$ cat src/rtl/mem_rmw_ctrl.sv
// MEM-stage access controller: word stores, sub-word read-modify-write stores with stall,
// lane-selected loads. Define MEM_ALIGN_EXC_EN to enable alignment/range exceptions.
module mem_rmw_ctrl #(
    parameter int DM_BYTES = 12288
) (
    input  logic        clk,
    input  logic        reset,
    input  logic [3:0]  mem_op,
    input  logic [31:0] addr,
    input  logic [31:0] store_data,
    input  logic [31:0] pc,
    input  logic        req,
    input  logic [31:0] dm_rdata,
    output logic [31:0] dm_addr,
    output logic [31:0] dm_wd,
    output logic        dm_we,
    output logic [31:0] dm_pc,
    output logic        stall,
    output logic [31:0] load_data,
    output logic        load_valid,
    output logic        exc_adel,
    output logic        exc_ades
);

    typedef enum logic [3:0] {
        OP_NONE = 4'd0, OP_LW, OP_LH, OP_LHU, OP_LB, OP_LBU, OP_SW, OP_SH, OP_SB
    } op_e;

    typedef enum logic {S_IDLE, S_MERGE} state_e;

    state_e      state, state_next;
    logic [31:0] merge_q;
    logic [31:0] merged;
    logic [31:0] load_ext;
    logic [7:0]  lane_b;
    logic [15:0] lane_h;
    logic        is_lw, is_lh, is_lhu, is_lb, is_lbu, is_sw, is_sh, is_sb;
    logic        is_load, is_sub, is_store, addr_err, in_idle;

    if (DM_BYTES < 4) begin : g_bad_size
        $error("DM_BYTES must be at least one word");
    end

    assign is_lw    = (mem_op == OP_LW);
    assign is_lh    = (mem_op == OP_LH);
    assign is_lhu   = (mem_op == OP_LHU);
    assign is_lb    = (mem_op == OP_LB);
    assign is_lbu   = (mem_op == OP_LBU);
    assign is_sw    = (mem_op == OP_SW);
    assign is_sh    = (mem_op == OP_SH);
    assign is_sb    = (mem_op == OP_SB);
    assign is_load  = is_lw | is_lh | is_lhu | is_lb | is_lbu;
    assign is_sub   = is_sh | is_sb;
    assign is_store = is_sw | is_sub;
    assign in_idle  = (state == S_IDLE);

`ifdef MEM_ALIGN_EXC_EN
    logic misaligned, out_of_range;
    assign misaligned   = ((is_lw | is_sw) && (addr[1:0] != 2'b00))
                        || ((is_lh | is_lhu | is_sh) && addr[0]);
    assign out_of_range = (addr >= 32'(DM_BYTES));
    assign addr_err     = (is_load | is_store) && (misaligned || out_of_range);
`else
    assign addr_err = 1'b0;
`endif

    assign dm_addr = {addr[31:2], 2'b00};
    assign dm_pc   = pc;
    assign lane_b  = dm_rdata[{addr[1:0], 3'b000} +: 8];
    assign lane_h  = dm_rdata[{addr[1], 4'b0000} +: 16];

    // Upstream holds mem_op/addr/store_data during the stall, so MERGE can reuse them.
    always_comb begin
        merged = merge_q;
        if (is_sb)
            merged[{addr[1:0], 3'b000} +: 8] = store_data[7:0];
        else if (is_sh)
            merged[{addr[1], 4'b0000} +: 16] = store_data[15:0];
    end

    always_comb begin
        case (mem_op)
            OP_LH:   load_ext = {{16{lane_h[15]}}, lane_h};
            OP_LHU:  load_ext = {16'h0000, lane_h};
            OP_LB:   load_ext = {{24{lane_b[7]}}, lane_b};
            OP_LBU:  load_ext = {24'h000000, lane_b};
            default: load_ext = dm_rdata;
        endcase
    end

    // NOTE: every output gets a default before the case, so no path can infer a latch.
    always_comb begin
        state_next = state;
        dm_we      = 1'b0;
        dm_wd      = store_data;
        stall      = 1'b0;
        case (state)
            S_IDLE: begin
                if (!addr_err && !req) begin
                    if (is_sw) begin
                        dm_we = 1'b1;
                    end else if (is_sub) begin
                        stall      = 1'b1;
                        state_next = S_MERGE;
                    end
                end
            end
            S_MERGE: begin
                dm_we      = !req;
                dm_wd      = merged;
                state_next = S_IDLE;
            end
            default: state_next = S_IDLE;
        endcase
    end

    // NOTE: sequential state uses non-blocking assignments so all registers update together.
    always_ff @(posedge clk or negedge reset) begin
        if (!reset) begin
            state      <= S_IDLE;
            merge_q    <= '0;
            load_data  <= '0;
            load_valid <= 1'b0;
        end else begin
            state      <= state_next;
            load_valid <= in_idle && is_load && !addr_err;
            if (in_idle && state_next == S_MERGE)
                merge_q <= dm_rdata;
            if (in_idle && is_load && !addr_err)
                load_data <= load_ext;
        end
    end

`ifdef MEM_ALIGN_EXC_EN
    always_ff @(posedge clk or negedge reset) begin
        if (!reset) begin
            exc_adel <= 1'b0;
            exc_ades <= 1'b0;
        end else begin
            exc_adel <= in_idle && is_load && addr_err;
            exc_ades <= in_idle && is_store && addr_err;
        end
    end
`else
    assign exc_adel = 1'b0;
    assign exc_ades = 1'b0;
`endif

endmodule

$ cat config.mk
export PLATFORM = sky130hd
export DESIGN_NAME = mem_rmw_ctrl
export DESIGN_NICKNAME = d
export VERILOG_FILES = /design/src/rtl/mem_rmw_ctrl.sv
export SDC_FILE = /design/constraint.sdc
export NUM_CORES = 1
export LEC_CHECK = 0
export ABC_AREA = 1
export CAP_MARGIN = 0
export CORE_MARGIN = 3
export CORE_UTILIZATION = 44
export DETAILED_ROUTE_END_ITERATION = 12
export PLACE_DENSITY_LB_ADDON = 0.3
export REMOVE_ABC_BUFFERS = 1
export SLEW_MARGIN = 20
export SYNTH_ARGS = -nofsm -noshare
export SYNTH_HDL_FRONTEND = slang
export SYNTH_SLANG_ARGS = --single-unit
$ cat constraint.sdc
create_clock -name clk -period 7.1 [get_ports clk]
set_input_delay 1.065 -clock clk [delete_from_list [all_inputs] [get_ports clk]]
set_output_delay 1.065 -clock clk [all_outputs]
set_load 0.01 [all_outputs]
==> results.md <==
* PnR worst setup slack at 1.761 ns
* DP Worst Slack at 1.817 ns
* Core ar. at 0.01152 mm2
* Status: completed
* Via count at 5401
* Final Max Tran Viols at 0
* FF-to-FF setup slack at 4.63 ns
* Total setup buffers inserted after CTS at 0
* Hold Fails Final Rpt at 0
* Post-DRT Antenna Nets at 0
* Post-Syn Instances at 830
* Per-cell routed wire length at 19.57 um
* # hold bufs at CTS at 0
* Post-synth cell types at 28
* Post-layout util at 0.5585
* I/O Buffers at 139
* Crit path launch type: input port
* #FFs+latches synth at 66
* Yosys warns at 0
* Static Leak at 3.189 nW
* Final net count at 1021
* Part of the power in registers at 0.377
* Fin crit share at 0.7520
* Initial core utilization at 0.4545
* Maximum clock path buffer count at 2
* Period minus WS final at 5.339 ns
* Worst Path Arrival at 4.27 ns
* Final setup TNS at 0 ns
* Skew-Pair Late Insertion Delay at 0.33 ns
* Layout Area Growth over Synthesis at 22.88%
* Total Routed Length at 20120 um
* Clock network fraction of total power at 0.320
* CTS tree: done
* Mapped cell area at 0.005234 mm2
* Fraction of layout instances using a drive strength above 1 at 0.04520
* Hold path depth at 2
* Mean Syn Cell Area at 6.306 um2
* Clock root buffer: clkbuf_16
* Sw power at 426.7 uW
* Worst R2R Path Depth at 6
* CTS resizes at 0
* CP Cell Sequence: clkdlybuf4s50_1, inv_1, ha_1, inv_1, nor2_1, nand2_1, nor2_2, nand2_1, nand2_1, nand2_1, nand2_1, clkdlybuf4s50_1
* Endpoints failing setup at 0
* GRT Util Overall at 0.3045
* DRT iter0 DRCs at 587
* Num rows at 39
* Worst hold-check path type: reg -> reg
* Most frequent cells in the layout: nand2_1 (309), clkdlybuf4s50_1 (138), nand3_1 (118)
* Cell Pwr Density at 210.9 mW/mm2
* Critical path's largest stage delay at 0.80 ns
* Most common cell after layout, fill and taps aside: nand2_1
* Sequential fraction of the synthesis area at 0.3156
* Die W at 115.1 um
* First-pass GRT wire length at 30260 um
* Vias in the first global route at 4857
* Sinks on the clock net at 66
* Switching Fraction at 0.3146
* Worst EP required at 6.03 ns
* Worst Tran Pin Value at 0.9661 ns
* Max-cap viol count at 0
* RSZ-0062 raised after global routing: false
* Die height at 115.1 um
* R2R Path End: load_data[13]
* # DRC at 0
* Comb power frac at 0.303
* Max IR drop VDD at 166.6 uV
* Max Fclk at 187.3 MHz
* Hold path endpoint: load_data[4]
* Remaining global-route overflow at 0
* Rel. slew slack at 0.3552
* Io pins at 268
* Critical-path top delay cell: clkdlybuf4s50_1
* R2r startpoint: state
* P_int at 929.7 uW
* Area of the die at 0.01324 mm2
* Vias per cell at 5.254
* Ant diodes at 0
* Worst Skew at 0.002419 ns
* Crit path max fanout at 15
* Largest net degree at the start of global routing at 67
* Clock transition at path regs at 0.05 ns
* Antenna violations before repair at 0
* Most frequent CP cell: nand2_1
* Clock H-tree levels at 3
* Critical path start-end classification: in -> out
* HPWL after detailed placement at 15450 um
* CTS Buf Count at 9
* Placer congestion estimate at 0.9248
* Critical path endpoint category: primary output
* Critical hold path startpoint: load_data[4]
* Drt pass-1 iters at 6
power by group through the flow:
stage	clock network (mW)	registers, mW	logic, mW
6_report	0.434	0.511	0.411
5_1_grt	0.451	0.521	0.460
4_1_cts	0.437	0.510	0.412
3_5_place_dp	0	0.515	0.408
3_3_place_gp	0	0.514	0.406
2_1_floorplan	0	0.517	0.184
state kept, by name (all words and copies together) (netlist names):
name / count
load_data: 32
state: 1
merge_q: 32
load_valid: 1
cell families (layout without fill, tap and decap cells):
kind of cell,Yosys count,after routing,share of synthesized area
simple gates,530,530,0.4320
buf+inv,156,208,0.1688
compound gates,72,72,0.07100
flops,66,66,0.3156
fa+ha+maj,5,5,0.01195
other cells,1,4,0.0007165
critical path: cells and delay by family:
kind	cells	cell delay, ns
adders and majority gates	1	0.35
buffers and inverters	4	1.60
and+or+nand+nor	7	1.26
synth_stat cells:
library cell,instances,area [um2]
nor2_1,77,289.0
buf_4,70,525.5
nand3_2,1,10.01
nand2_2,3,18.77
nor3_1,1,5.000
nor2_8,1,20.02
o21ai_4,1,16.27
nand3_4,1,17.52
nor2_2,4,25.02
conb_1,1,3.750
clkinv_1,3,11.26
o21ai_1,2,10.01
buf_1,8,30.03
ha_1,5,62.56
nand4_1,9,56.30
nand2_4,3,33.78
o21ai_0,60,300.3
buf_6,3,33.78
nand4_2,1,12.51
dfrtp_1,66,1652
nand3_1,118,590.6
buf_2,10,50.05
nand2_1,309,1160
inv_2,5,18.77
nor2_4,2,22.52
clkbuf_1,15,56.30
inv_1,42,157.7
a21oi_1,9,45.04
worst max-delay path by stage:
stage,endpoint,cells past startpoint,from,slack [ns]
finish,dm_wd[13],12,addr[0],1.76
global route,dm_wd[11],12,addr[0],1.49
CTS,dm_wd[13],12,addr[0],1.81
detailed placement,dm_wd[13],12,addr[0],1.82
global placement,dm_wd[14],12,addr[0],1.93
floorplan,stall,5,mem_op[1],3.31
metal layers:
metal / vias up / GRT usage / routed length (um)
met3: 25 / 0.1726 / 3128
met5: - / 0.02593 / 46
li1: 2666 / - / -
met2: 364 / 0.4541 / 8652
met4: 2 / 0.1064 / 565
met1: 2344 / 0.3676 / 7723
area by class of cell:
cell class | count | area [um2]
sequential | 66 | 1652
timing repair buffer | 143 | 1416
multi-input combinational | 611 | 2710
inverter | 50 | 187.7
tap | 143 | 178.9
clock buffer | 12 | 246.5
clock inverter | 3 | 40.04
fill | 1130 | 5085
per-stage QoR:
stage                     hold slack [ns]  std cells  total power, mW  instance area, um2
after floorplan                    0.4496        727           0.7009                4549
after global placement             0.4648       1013           0.9200                6145
after detailed placement           0.4654       1013           0.9228                6145
after CTS                          0.4814       1028            1.359                6431
after global routing               0.5131       1028            1.432                6431
final                              0.4773       1028            1.356                6431
Power figures use the tool's default switching activity.
